**src/rtl/lfsr_pkg.sv**
```systemverilog
//------------------------------------------------------------------------------
// Module  : lfsr_pkg
// Purpose : Shared constants for the lfsr_gen block: feedback mode selectors,
//           controller state encoding and known maximal-length tap masks.
// Revision: 1.0 - initial release
//------------------------------------------------------------------------------
`default_nettype none

package lfsr_pkg;

  // Feedback structure selectors
  localparam int MODE_FIB = 0;  // shift left, parity of taps enters the LSB
  localparam int MODE_GAL = 1;  // shift right, mask XORed in when LSB is set

  // Controller state encoding
  localparam logic [0:0] ST_IDLE = 1'b0;
  localparam logic [0:0] ST_RUN  = 1'b1;

  // Maximal-length tap masks (bit i set => state[i] is a tap)
  localparam logic [7:0]  TAPS_8  = 8'hB8;
  localparam logic [15:0] TAPS_16 = 16'hD008;
  localparam logic [31:0] TAPS_32 = 32'h8020_0003;

endpackage : lfsr_pkg

`default_nettype wire

```
**src/rtl/lfsr_next.sv**
```systemverilog
//------------------------------------------------------------------------------
// Module  : lfsr_next
// Purpose : Combinational LFSR successor function, Fibonacci or Galois form.
// Ports   : i_state [WIDTH] - current register value
//           o_next  [WIDTH] - value after exactly one step
// Revision: 1.0 - initial release
//------------------------------------------------------------------------------
`default_nettype none

module lfsr_next
  import lfsr_pkg::*;
#(
  parameter int               WIDTH = 16,
  parameter int               MODE  = MODE_FIB,
  parameter logic [WIDTH-1:0] TAPS  = WIDTH'(TAPS_16)
) (
  input  logic [WIDTH-1:0] i_state,
  output logic [WIDTH-1:0] o_next
);

  generate
    if (MODE == MODE_GAL) begin : g_gal
      assign o_next = (i_state >> 1) ^ (i_state[0] ? TAPS : '0);
    end else begin : g_fib
      logic w_fb;
      assign w_fb   = ^(i_state & TAPS);
      assign o_next = {i_state[WIDTH-2:0], w_fb};
    end
  endgenerate

endmodule : lfsr_next

`default_nettype wire

```
**src/rtl/lfsr_gen.sv**
```systemverilog
//------------------------------------------------------------------------------
// Module  : lfsr_gen
// Purpose : Parametrised LFSR pseudo-random word source with seed-load
//           handshake, valid/ready output stream, pause control and
//           all-zero seed substitution.
// Optional: define LFSR_PERIOD_EN to add the period counter
//           (o_period_wrap / o_period_len); otherwise both read as zero.
// Ports   : clk            - rising-edge clock
//           rst_n          - asynchronous active-low reset
//           i_seed_valid   - seed offer
//           o_seed_ready   - seed taken when i_seed_valid & o_seed_ready
//           i_seed [WIDTH] - seed value
//           i_en           - 1 = run, 0 = pause
//           o_out_valid    - o_state holds a valid word
//           i_out_ready    - consumer takes the word
//           o_state[WIDTH] - current LFSR state / output word
//           o_zero_fix     - pulse: zero seed replaced by DEFAULT_SEED
//           o_period_wrap  - pulse: state returned to the loaded seed
//           o_period_len   - advances in the last completed period
// Revision: 1.0 - initial release
//------------------------------------------------------------------------------
`default_nettype none

module lfsr_gen
  import lfsr_pkg::*;
#(
  parameter int               WIDTH        = 16,
  parameter int               MODE         = MODE_FIB,
  parameter logic [WIDTH-1:0] TAPS         = WIDTH'(TAPS_16),
  parameter logic [WIDTH-1:0] DEFAULT_SEED = WIDTH'(1)
) (
  input  logic             clk,
  input  logic             rst_n,
  input  logic             i_seed_valid,
  output logic             o_seed_ready,
  input  logic [WIDTH-1:0] i_seed,
  input  logic             i_en,
  output logic             o_out_valid,
  input  logic             i_out_ready,
  output logic [WIDTH-1:0] o_state,
  output logic             o_zero_fix,
  output logic             o_period_wrap,
  output logic [WIDTH-1:0] o_period_len
);

  logic [0:0]       r_fsm;
  logic [WIDTH-1:0] r_state;
  logic             r_zero_fix;

  logic [WIDTH-1:0] w_next;
  logic             w_load;
  logic             w_advance;
  logic             w_seed_zero;
  logic [WIDTH-1:0] w_seed_fixed;

  lfsr_next #(
    .WIDTH (WIDTH),
    .MODE  (MODE),
    .TAPS  (TAPS)
  ) u_next (
    .i_state (r_state),
    .o_next  (w_next)
  );

  // A seed can only be taken while the generator is not producing words,
  // so a load and an advance are never requested in the same cycle.
  assign o_seed_ready = (r_fsm == ST_IDLE) | ~i_en;
  assign w_load       = i_seed_valid & o_seed_ready;
  assign w_advance    = (r_fsm == ST_RUN) & i_en & i_out_ready & ~w_load;
  assign w_seed_zero  = (i_seed == '0);
  assign w_seed_fixed = w_seed_zero ? DEFAULT_SEED : i_seed;

  assign o_out_valid  = (r_fsm == ST_RUN);
  assign o_state      = r_state;
  assign o_zero_fix   = r_zero_fix;

  always_ff @(posedge clk or negedge rst_n) begin
    if (!rst_n) begin
      r_fsm      <= ST_IDLE;
      r_state    <= DEFAULT_SEED;
      r_zero_fix <= 1'b0;
    end else begin
      r_zero_fix <= w_load & w_seed_zero;
      if (w_load) begin
        r_state <= w_seed_fixed;
        r_fsm   <= ST_RUN;
      end else if (w_advance) begin
        r_state <= w_next;
      end else if ((r_fsm == ST_IDLE) && i_en) begin
        // Start from the reset seed without stepping.
        r_fsm <= ST_RUN;
      end
    end
  end

`ifdef LFSR_PERIOD_EN
  logic [WIDTH-1:0] r_seed_copy;
  logic [WIDTH-1:0] r_count;
  logic             r_wrap;
  logic [WIDTH-1:0] r_len;

  always_ff @(posedge clk or negedge rst_n) begin
    if (!rst_n) begin
      r_seed_copy <= DEFAULT_SEED;
      r_count     <= '0;
      r_wrap      <= 1'b0;
      r_len       <= '0;
    end else begin
      r_wrap <= 1'b0;
      if (w_load) begin
        r_seed_copy <= w_seed_fixed;
        r_count     <= '0;
      end else if (w_advance) begin
        if (w_next == r_seed_copy) begin
          r_wrap  <= 1'b1;
          r_len   <= r_count + WIDTH'(1);
          r_count <= '0;
        end else if (r_count != '1) begin
          // Saturate silently when no wrap has been seen yet.
          r_count <= r_count + WIDTH'(1);
        end
      end
    end
  end

  assign o_period_wrap = r_wrap;
  assign o_period_len  = r_len;
`else
  assign o_period_wrap = 1'b0;
  assign o_period_len  = '0;
`endif

endmodule : lfsr_gen

`default_nettype wire

```
**config.mk**
```make
export PLATFORM = sky130hd
export DESIGN_NAME = lfsr_gen
export DESIGN_NICKNAME = d
export VERILOG_FILES = /design/src/rtl/lfsr_pkg.sv /design/src/rtl/lfsr_next.sv /design/src/rtl/lfsr_gen.sv
export SDC_FILE = /design/constraint.sdc
export NUM_CORES = 1
export LEC_CHECK = 0
export BUFFER_PORTS_ARGS = -buffer_cell sky130_fd_sc_hd__buf_2
export CAP_MARGIN = 15
export CORE_MARGIN = 8
export CORE_UTILIZATION = 39
export DETAILED_ROUTE_END_ITERATION = 12
export PLACE_DENSITY = 0.76
export SYNTH_ARGS = -nofsm -noshare
export SYNTH_HDL_FRONTEND = slang
export SYNTH_SLANG_ARGS = --single-unit
```
**constraint.sdc**
```tcl
create_clock -name clk -period 1.3 [get_ports clk]
set_clock_uncertainty 0.2 [all_clocks]
set_input_delay 0.26 -clock clk [delete_from_list [all_inputs] [get_ports clk]]
set_output_delay 0.26 -clock clk [all_outputs]
set_load 0.02 [all_outputs]
```
==> results of run 1 <==
## power breakdown
| group | switching (uW) | internal [uW] | total [uW] |
|---|---|---|---|
| registers | 79.9 | 661 | 741 |
| logic | 437 | 507 | 944 |
| clock network | 168 | 119 | 287 |
| total | 686 | 1290 | 1970 |
## layout by cell type, fill, tap and decap left out, types with 3 or more instances in the layout
| master | count |
|---|---|
| clkbuf_4 | 3 |
| dfrtp_2 | 5 |
| buf_6 | 27 |
| dfrtp_1 | 12 |
| buf_4 | 21 |
| mux2i_1 | 9 |
| buf_2 | 20 |
| mux2i_2 | 3 |
| dlygate4sd3_1 | 3 |
| nand2_1 | 16 |
| conb_1 | 17 |
| o21ai_1 | 13 |
## repair_timing
| item | CTS | global route |
|---|---|---|
| hold buffers | 2 | 1 |
| buffers inserted | 13 | 5 |
| resized for setup | 38 | 24 |
| pin swaps | 9 | 3 |
| endpoints found under the hold margin | 18 | 2 |
| setup endpoints to repair | 32 | 35 |
| cloned | 1 | 0 |
## cells by family (layout without fill, tap and decap cells)
logic type	count (synthesis)	after routing	share of synthesized area, %
muxes	12	12	11.5
xor gates and xnor gates	3	3	2.51
buffers and inverters	23	78	16.2
and+or+nand+nor	28	28	15.7
DFF	18	18	43.1
other	1	17	0.358
AOI/OAI and AO/OA	20	20	10.6
## registers in the layout, indices dropped and copies added (netlist names)
register	count
o_out_valid	1
o_zero_fix	1
o_state	16
## path summary, 6_finish.rpt
check	end	slack [ns]	start	cells past startpoint
min	o_state[1]$_DFFE_PN0P_	0.006	i_seed[1]	3
max in group asynchronous	o_state[0]$_DFFE_PN1P_	0.34	rst_n	2
max	o_seed_ready	-0.14	o_out_valid$_DFFE_PN0P_	2
max reg2reg	o_state[0]$_DFFE_PN1P_	-0.11	o_out_valid$_DFFE_PN0P_	3
min in group asynchronous	o_state[4]$_DFFE_PN0P_	0.23	rst_n	2
min reg2reg	o_out_valid$_DFFE_PN0P_	0.41	o_out_valid$_DFFE_PN0P_	1
## stage by stage
| stage | util, % | setup TNS, ns |
|---|---|---|
| 2_1_floorplan | - | -0.987 |
| 3_3_place_gp | 52.1 | -0.457 |
| 3_5_place_dp | 52.1 | -0.941 |
| 4_1_cts | 63.6 | -1.75 |
| 5_1_grt | 66.7 | -3.16 |
| 6_report | 66.7 | -1.60 |
## worst reg2reg max path, stage by stage (launching register included)
cell     delay [ns]
dfrtp_2        0.46
nand3_4        0.16
and3_1         0.20
or3_1          0.34
## layout make-up
| type | instances | share of cell area, % |
|---|---|---|
| inverters | 2 | 0.446 |
| flip-flops and latches | 18 | 27.2 |
| well taps | 30 | 2.23 |
| repair buffers | 72 | 36.4 |
| multi-input cells | 80 | 32.1 |
| clock buffers | 4 | 1.56 |
## per-layer routing
metal	global-route usage, %	wire (microns)	vias up
li1	-	-	467
met1	16.0	1260	488
met2	22.2	1560	53
met3	4.74	341	4
met4	3.58	29	0
met5	0	0	-
==> flow_summary.json, run 1 <==
{
  "layout.cells.non_filler": 206,
  "p_total_uw": 1970,
  "grt.overflow.total": 0,
  "yosys.area.top_type": "dfrtp_1",
  "setup_ws_ns": -0.141,
  "endpoint_kind": "output port",
  "die_x_microns": 67.8,
  "io_buffers": 39,
  "setup-violations-final": 23,
  "path_clk_slew_ns": 0.10,
  "crit_arrival_ns": 0.98,
  "vias": 1012,
  "maxCapViolations": 0,
  "synth.ff_latch_count": 18,
  "slowest_delay_ns": 0.48,
  "netlist_area_sq_um": 1050,
  "first_iter_violations": 46,
  "violations": "negative setup slack",
  "ff_latch_area_sq_um": 458,
  "cts_tree": "done",
  "yosysMostFrequentCell": "buf_4",
  "coreArea_sq_um": 2520,
  "synth_edf_count": 0,
  "htreeDepth": 1,
  "crit_type": "reg2out",
  "cts_made_buffers": 3,
  "leakage_uw": 0.000854,
  "synth_top_area_share_pct": 40.6,
  "routabilityCongestion": 0.883,
  "clkSinkCount": 18,
  "yosysWarnings": 0,
  "place_hpwl_microns": 2170,
  "insertion_delay_ns": 0.28,
  "synth.distinct_cells": 26,
  "fill_cells": 189,
  "ys_async_sr_fraction_pct": 100,
  "nets": 198,
  "hold_violations": 0,
  "synth_cells": 105,
  "initial_utilization_pct": 41.5,
  "place_area_sq_um": 1310,
  "worst-path-buf-inv": 1,
  "dpl_worst_slack_ns": -0.179,
  "cts_buffer_depth": 2,
  "stdcell_area_sq_um": 1680,
  "outcome": "complete, but fails checks",
  "synth_area_leaders": "dfrtp_1, buf_4, mux2i_1",
  "rsz0062_at_grt": "true",
  "grt_max_degree": 19,
  "worstPathRequired_ns": 0.84,
  "fp-row-count": 18,
  "syn_to_final_growth_pct": 60.6,
  "drv_slew": 0,
  "multi_input_area_sq_um": 541,
  "synthTopCellsByCount": "buf_4, dfrtp_1, nand2_1",
  "grt_pass1_wl_microns": 4720,
  "routed_wl_microns": 3190,
  "pin_count": 57,
  "cts-root-buf": "clkbuf_4",
  "finalHoldWorstSlack_ns": 0.00600,
  "p_per_area_nw_per_um2": 1170,
  "layout_min_cycle_time_ns": 1.44,
  "hold_class": "in2reg",
  "grt.total_usage_pct": 13.4,
  "grt_pass1_vias": 1004,
  "synth_ff_type": "dfrtp_1",
  "die_h_microns": 67.8,
  "place_inst": 182,
  "via_per_inst": 4.91,
  "dieArea_sq_um": 4600,
  "cp_top_family": "flip-flops",
  "drive_above_1_share_pct": 52.8,
  "seq_area_frac_synth_pct": 43.1,
  "routedWlPerCell_microns": 15.5,
  "antenna_found_initial": 0,
  "drc": 0,
  "cp_slowest_cell": "dfrtp_2",
  "num_antenna_cells": 0,
  "path_cells": "nand2_4, buf_6",
  "worstSetupStartpointType": "register",
  "dr.pass1.iters": 4,
  "fin_crit_sh_pct": 111,
  "ir_worst_vdd_v": 0.000675,
  "crit_fanout": 5,
  "fmaxAchievable_mhz": 694,
  "drtAntennaViolNets": 0,
  "avgSynthCellArea_sq_um": 9.97
}
Note: power is estimated with default switching activity, not from simulation.
==> inputs of run 2 (changes only) <==
--- a/config.mk
+++ b/config.mk
@@ -5,12 +5,13 @@
 export SDC_FILE = /design/constraint.sdc
 export NUM_CORES = 1
 export LEC_CHECK = 0
+export ABC_AREA = 1
 export BUFFER_PORTS_ARGS = -buffer_cell sky130_fd_sc_hd__buf_2
 export CAP_MARGIN = 15
 export CORE_MARGIN = 8
-export CORE_UTILIZATION = 39
+export CORE_UTILIZATION = 40
 export DETAILED_ROUTE_END_ITERATION = 12
-export PLACE_DENSITY = 0.76
+export PLACE_DENSITY = 0.77
 export SYNTH_ARGS = -nofsm -noshare
 export SYNTH_HDL_FRONTEND = slang
 export SYNTH_SLANG_ARGS = --single-unit
==> flow_summary.json, run 2 <==
{
  "place_hpwl_microns": 2290,
  "ff_latch_area_sq_um": 453,
  "crit_type": "reg2reg",
  "num_antenna_cells": 0,
  "setup-violations-final": 34,
  "worstPathRequired_ns": 1.30,
  "routedWlPerCell_microns": 16.1,
  "netlist_area_sq_um": 1100,
  "grt_pass1_wl_microns": 5850,
  "yosysWarnings": 0,
  "fill_cells": 199,
  "fin_setup_tns_ns": -2.09,
  "avgSynthCellArea_sq_um": 7.65,
  "cts-root-buf": "clkbuf_4",
  "via_per_inst": 4.92,
  "final_cell_mix": "nand2_1, buf_6, buf_2",
  "cts_tree": "done",
  "layout_min_cycle_time_ns": 1.44,
  "nets": 241,
  "maxCapViolations": 0,
  "grt.total_usage_pct": 16.6,
  "ys_async_sr_fraction_pct": 100,
  "worstSetupStartpointType": "register",
  "hold_violations": 0,
  "fin_crit_sh_pct": 111,
  "dieArea_sq_um": 4690,
  "violations": "negative setup slack",
  "endpoint_kind": "register",
  "drc": 0,
  "yosys.area.top_type": "dfrtp_1",
  "yosysMostFrequentCell": "nand2_1",
  "rsz0062_at_grt": "true",
  "fp-row-count": 19,
  "p_per_area_nw_per_um2": 1080,
  "synth_cells": 144,
  "syn_to_final_growth_pct": 73.2,
  "synth.distinct_cells": 20,
  "synth_top_area_share_pct": 38.6,
  "die_h_microns": 68.5,
  "cts_made_buffers": 3,
  "drv_slew": 0,
  "synth_edf_count": 0,
  "grt_max_degree": 19,
  "pin_count": 57,
  "htreeDepth": 1,
  "cts_buffer_depth": 2,
  "holdPathStages": 3,
  "coreArea_sq_um": 2690,
  "outcome": "complete, but fails checks",
  "grt_pass1_vias": 1243,
  "io_buffers": 39,
  "setup_ws_ns": -0.140,
  "finalHoldWorstSlack_ns": 0.00466,
  "initial_utilization_pct": 41.0,
  "crit_arrival_ns": 1.44,
  "synth_area_leaders": "dfrtp_1, buf_4, nand2_1",
  "crit_fanout": 8,
  "dr.pass1.iters": 4,
  "multi_input_area_sq_um": 672,
  "insertion_delay_ns": 0.31,
  "seq_area_frac_synth_pct": 41.0,
  "drive_above_1_share_pct": 51.1,
  "hold_class": "in2reg",
  "vias": 1229,
  "fmaxAchievable_mhz": 694,
  "first_iter_violations": 63,
  "grt.overflow.total": 0,
  "path_clk_slew_ns": 0.11,
  "routed_wl_microns": 4020,
  "reg2regPathDepth": 7,
  "routabilityCongestion": 0.828,
  "synthTopCellsByCount": "nand2_1, nor2_1, buf_4, dfrtp_1, o21ai_0",
  "ir_worst_vdd_v": 0.000840,
  "synth_ff_type": "dfrtp_1",
  "dpl_worst_slack_ns": -0.136,
  "antenna_found_initial": 0,
  "die_x_microns": 68.5,
  "synth.ff_latch_count": 18,
  "leakage_uw": 0.000936,
  "drtAntennaViolNets": 0,
  "clkSinkCount": 18,
  "largest_reg_flops": 16
}
-- run 2: what timing repair did --
action / CTS / global route
endpoints found under the setup margin: 34 / 36
pin swaps: 14 / 2
cloned: 3 / 0
hold endpoints to repair: 24 / 0
gates resized for setup: 71 / 21
hold buffers: 7 / 0
setup buffers: 17 / 4
-- run 2: cell type report --
class	instances	area share [%]
Multi-Input combinational cell	113	35.2
Timing Repair Buffer	72	33.4
Sequential cell	18	23.8
Inverter	11	3.22
Tap cell	31	2.03
Clock buffer	4	1.90
Timing Repair inverter	1	0.459
-- run 2: worst paths after layout --
kind | from | to | slack (ns)
max in group asynchronous | rst_n | o_state[0]$_DFFE_PN1P_ | 0.38
worst min-delay path | i_seed[3] | o_state[3]$_DFFE_PN0P_ | 0.005
worst max register to register | o_out_valid$_DFFE_PN0P_ | o_state[7]$_DFFE_PN0P_ | -0.14
worst max-delay path | o_out_valid$_DFFE_PN0P_ | o_state[7]$_DFFE_PN0P_ | -0.14
min in group asynchronous | rst_n | o_state[6]$_DFFE_PN0P_ | 0.19
worst min register to register | o_out_valid$_DFFE_PN0P_ | o_out_valid$_DFFE_PN0P_ | 0.39
-- run 2: cell families (layout without fill, tap and decap cells) --
group | Yosys count | in the layout | synth area share [%]
simple gates | 65 | 67 | 25.5
buf+inv | 31 | 88 | 19.4
compound gates | 29 | 29 | 13.7
flops | 18 | 18 | 41.0
other cells | 1 | 17 | 0.341
-- run 2: metrics by stage --
stage	util (%)	area [sq um]	power (uW)	cells
2_1_floorplan	-	1180	1100	160
4_1_cts	66.7	1790	1950	246
3_3_place_gp	48.0	1290	1260	215
3_5_place_dp	48.0	1290	1260	215
6_report	71.0	1910	2060	250
5_1_grt	71.0	1910	2160	250
-- run 2: power by group --
group	switching [uW]	internal (uW)
clock network	197	171
registers	67.3	647
logic	518	463
-- run 2: worst max-delay path, stage by stage (launching register included) --
cell and delay [ns]:
dfrtp_2 0.46, nand2_4 0.09, buf_12 0.11, nand2_8 0.11, nand2_8 0.14, inv_8 0.05, nand2_1 0.08, o21ai_1 0.08
-- run 2: routing by layer --
metal  vias to the layer above  share of wire (%)  track usage [%]
met5                         -                  0                0
met4                         0                2.3             5.63
met3                        11                7.2             3.93
met2                        53                 52             30.5
met1                       586                 38             18.2
li1                        579                  -                -
==> inputs of run 3 (changes only) <==
--- a/config.mk
+++ b/config.mk
@@ -12,6 +12,7 @@
 export CORE_UTILIZATION = 40
 export DETAILED_ROUTE_END_ITERATION = 12
 export PLACE_DENSITY = 0.77
+export SKIP_LAST_GASP = 1
 export SYNTH_ARGS = -nofsm -noshare
 export SYNTH_HDL_FRONTEND = slang
 export SYNTH_SLANG_ARGS = --single-unit
==> flow_summary.json, run 3 (synthesis gave the netlist of run 2 again) <==
{
  "outcome": "complete, but fails checks",
  "violations": "negative hold slack, negative setup slack",
  "num_antenna_cells": 0,
  "final_cell_mix": "nand2_1, buf_2, buf_6",
  "fin_crit_sh_pct": 111,
  "io_buffers": 39,
  "fin_setup_tns_ns": -2.01,
  "fp-row-count": 19,
  "dieArea_sq_um": 4690,
  "cts-root-buf": "clkbuf_4",
  "die_x_microns": 68.5,
  "drive_above_1_share_pct": 50.0,
  "antenna_found_initial": 0,
  "cts_made_buffers": 3,
  "clkSinkCount": 18,
  "crit_type": "reg2out",
  "dr.pass1.iters": 4,
  "nets": 240,
  "rsz0062_at_grt": "true",
  "grt_pass1_wl_microns": 5830,
  "largest_reg_flops": 16,
  "holdPathStages": 3,
  "first_iter_violations": 57,
  "cts_tree": "done",
  "slowest_delay_ns": 0.47,
  "fill_cells": 204,
  "cp_slowest_cell": "dfrtp_2",
  "setup-violations-final": 34,
  "cts_buffer_depth": 2,
  "crit_fanout": 4,
  "worstReg2RegEnd": "o_state[8]$_DFFE_PN0P_",
  "initial_utilization_pct": 41.0,
  "r2r_slack_ns": -0.13,
  "ir_worst_vdd_v": 0.000892,
  "insertion_delay_ns": 0.31,
  "drc": 0,
  "setup_ws_ns": -0.144,
  "grt.overflow.total": 0,
  "finalHoldWorstSlack_ns": -0.00306,
  "coreArea_sq_um": 2690,
  "p_per_area_nw_per_um2": 1080,
  "vias": 1254,
  "hold_class": "in2reg",
  "path_cells": "nand2_4, buf_6",
  "drtAntennaViolNets": 0,
  "leakage_uw": 0.000931,
  "fmaxAchievable_mhz": 692,
  "htreeDepth": 1,
  "place_hpwl_microns": 2290,
  "die_h_microns": 68.5,
  "hold_violations": 1,
  "reg2regPathDepth": 6,
  "syn_to_final_growth_pct": 71.6,
  "drv_slew": 0,
  "routabilityCongestion": 0.828,
  "layout_min_cycle_time_ns": 1.44,
  "pin_count": 57,
  "endpoint_kind": "output port",
  "worstPathRequired_ns": 0.84,
  "via_per_inst": 5.04,
  "routed_wl_microns": 3950,
  "min_to": "o_state[12]$_DFFE_PN0P_",
  "worstSetupStartpointType": "register",
  "min_from": "i_seed[12]",
  "layout.cells.non_filler": 249,
  "maxCapViolations": 0,
  "grt_max_degree": 19,
  "place_inst": 215,
  "path_clk_slew_ns": 0.11,
  "grt_pass1_vias": 1260,
  "grt.total_usage_pct": 16.6,
  "crit_arrival_ns": 0.98,
  "final_common_cell": "nand2_1",
  "worstReg2RegStart": "o_out_valid$_DFFE_PN0P_",
  "routedWlPerCell_microns": 15.9
}
==> run 3: where the power goes <==
part	internal [uW]	leakage [uW]	switching [uW]
logic	456	0.000700	512
clock network	171	0.0000210	196
registers	647	0.000210	66.1
total	1270	0.000931	774
==> run 3: how the worst max path moves through the flow <==
stage / end / slack [ns] / cells after the start / startpoint
final: o_seed_ready / -0.14 / 2 / o_out_valid$_DFFE_PN0P_
after global placement: o_state[11]$_DFFE_PN0P_ / -0.06 / 6 / o_out_valid$_DFFE_PN0P_
after floorplan: o_state[3]$_DFFE_PN0P_ / -0.03 / 6 / o_out_valid$_DFFE_PN0P_
after global routing: o_state[7]$_DFFE_PN0P_ / -0.19 / 6 / o_out_valid$_DFFE_PN0P_
after detailed placement: o_state[11]$_DFFE_PN0P_ / -0.14 / 6 / o_out_valid$_DFFE_PN0P_
after CTS: o_seed_ready / -0.13 / 2 / o_out_valid$_DFFE_PN0P_
==> run 3: layout make-up <==
cell class              count  area [sq um]  share of cell area, %
multi-input cells         113           669                   35.4
repair buffers             71           622                   32.9
flip-flops and latches     18           453                   24.0
inverters                  11          61.3                   3.25
well taps                  31          38.8                   2.05
clock buffers               4          36.3                   1.92
repair inverters            1          8.76                  0.464
==> run 3: routing by layer <==
layer	up-vias	share of wire, %	track usage, %
met5	-	0	0
met4	0	1.7	6.91
met3	9	8.0	4.26
met2	62	54	29.7
met1	605	37	18.0
li1	578	-	-
==> run 3: through the flow <==
step	util, %	hold slack (ns)	instance area, sq um	setup slack [ns]	total power (uW)
2_1_floorplan	-	-0.236	1180	-0.0282	1100
3_3_place_gp	48.0	0.00801	1290	-0.0573	1260
3_5_place_dp	48.0	0.00518	1290	-0.136	1260
4_1_cts	66.6	0.00126	1790	-0.129	1950
5_1_grt	70.3	0.00414	1890	-0.189	2140
6_report	70.3	-0.00306	1890	-0.144	2050
==> run 3: repair_timing <==
action / 4_1_cts / 5_1_grt
hold buffers: 7 / 0
pin swaps: 13 / 4
endpoints found under the setup margin: 34 / 36
gates resized for setup: 70 / 18
gates cloned: 3 / 0
buffers inserted: 17 / 3
endpoints found under the hold margin: 24 / 0
==> run 3: critical path, delay by kind of cell (launching register included) <==
| family | cells | cell delay [ns] |
|---|---|---|
| buffers and inverters | 1 | 0.12 |
| DFF | 1 | 0.47 |
| and+or+nand+nor | 1 | 0.09 |
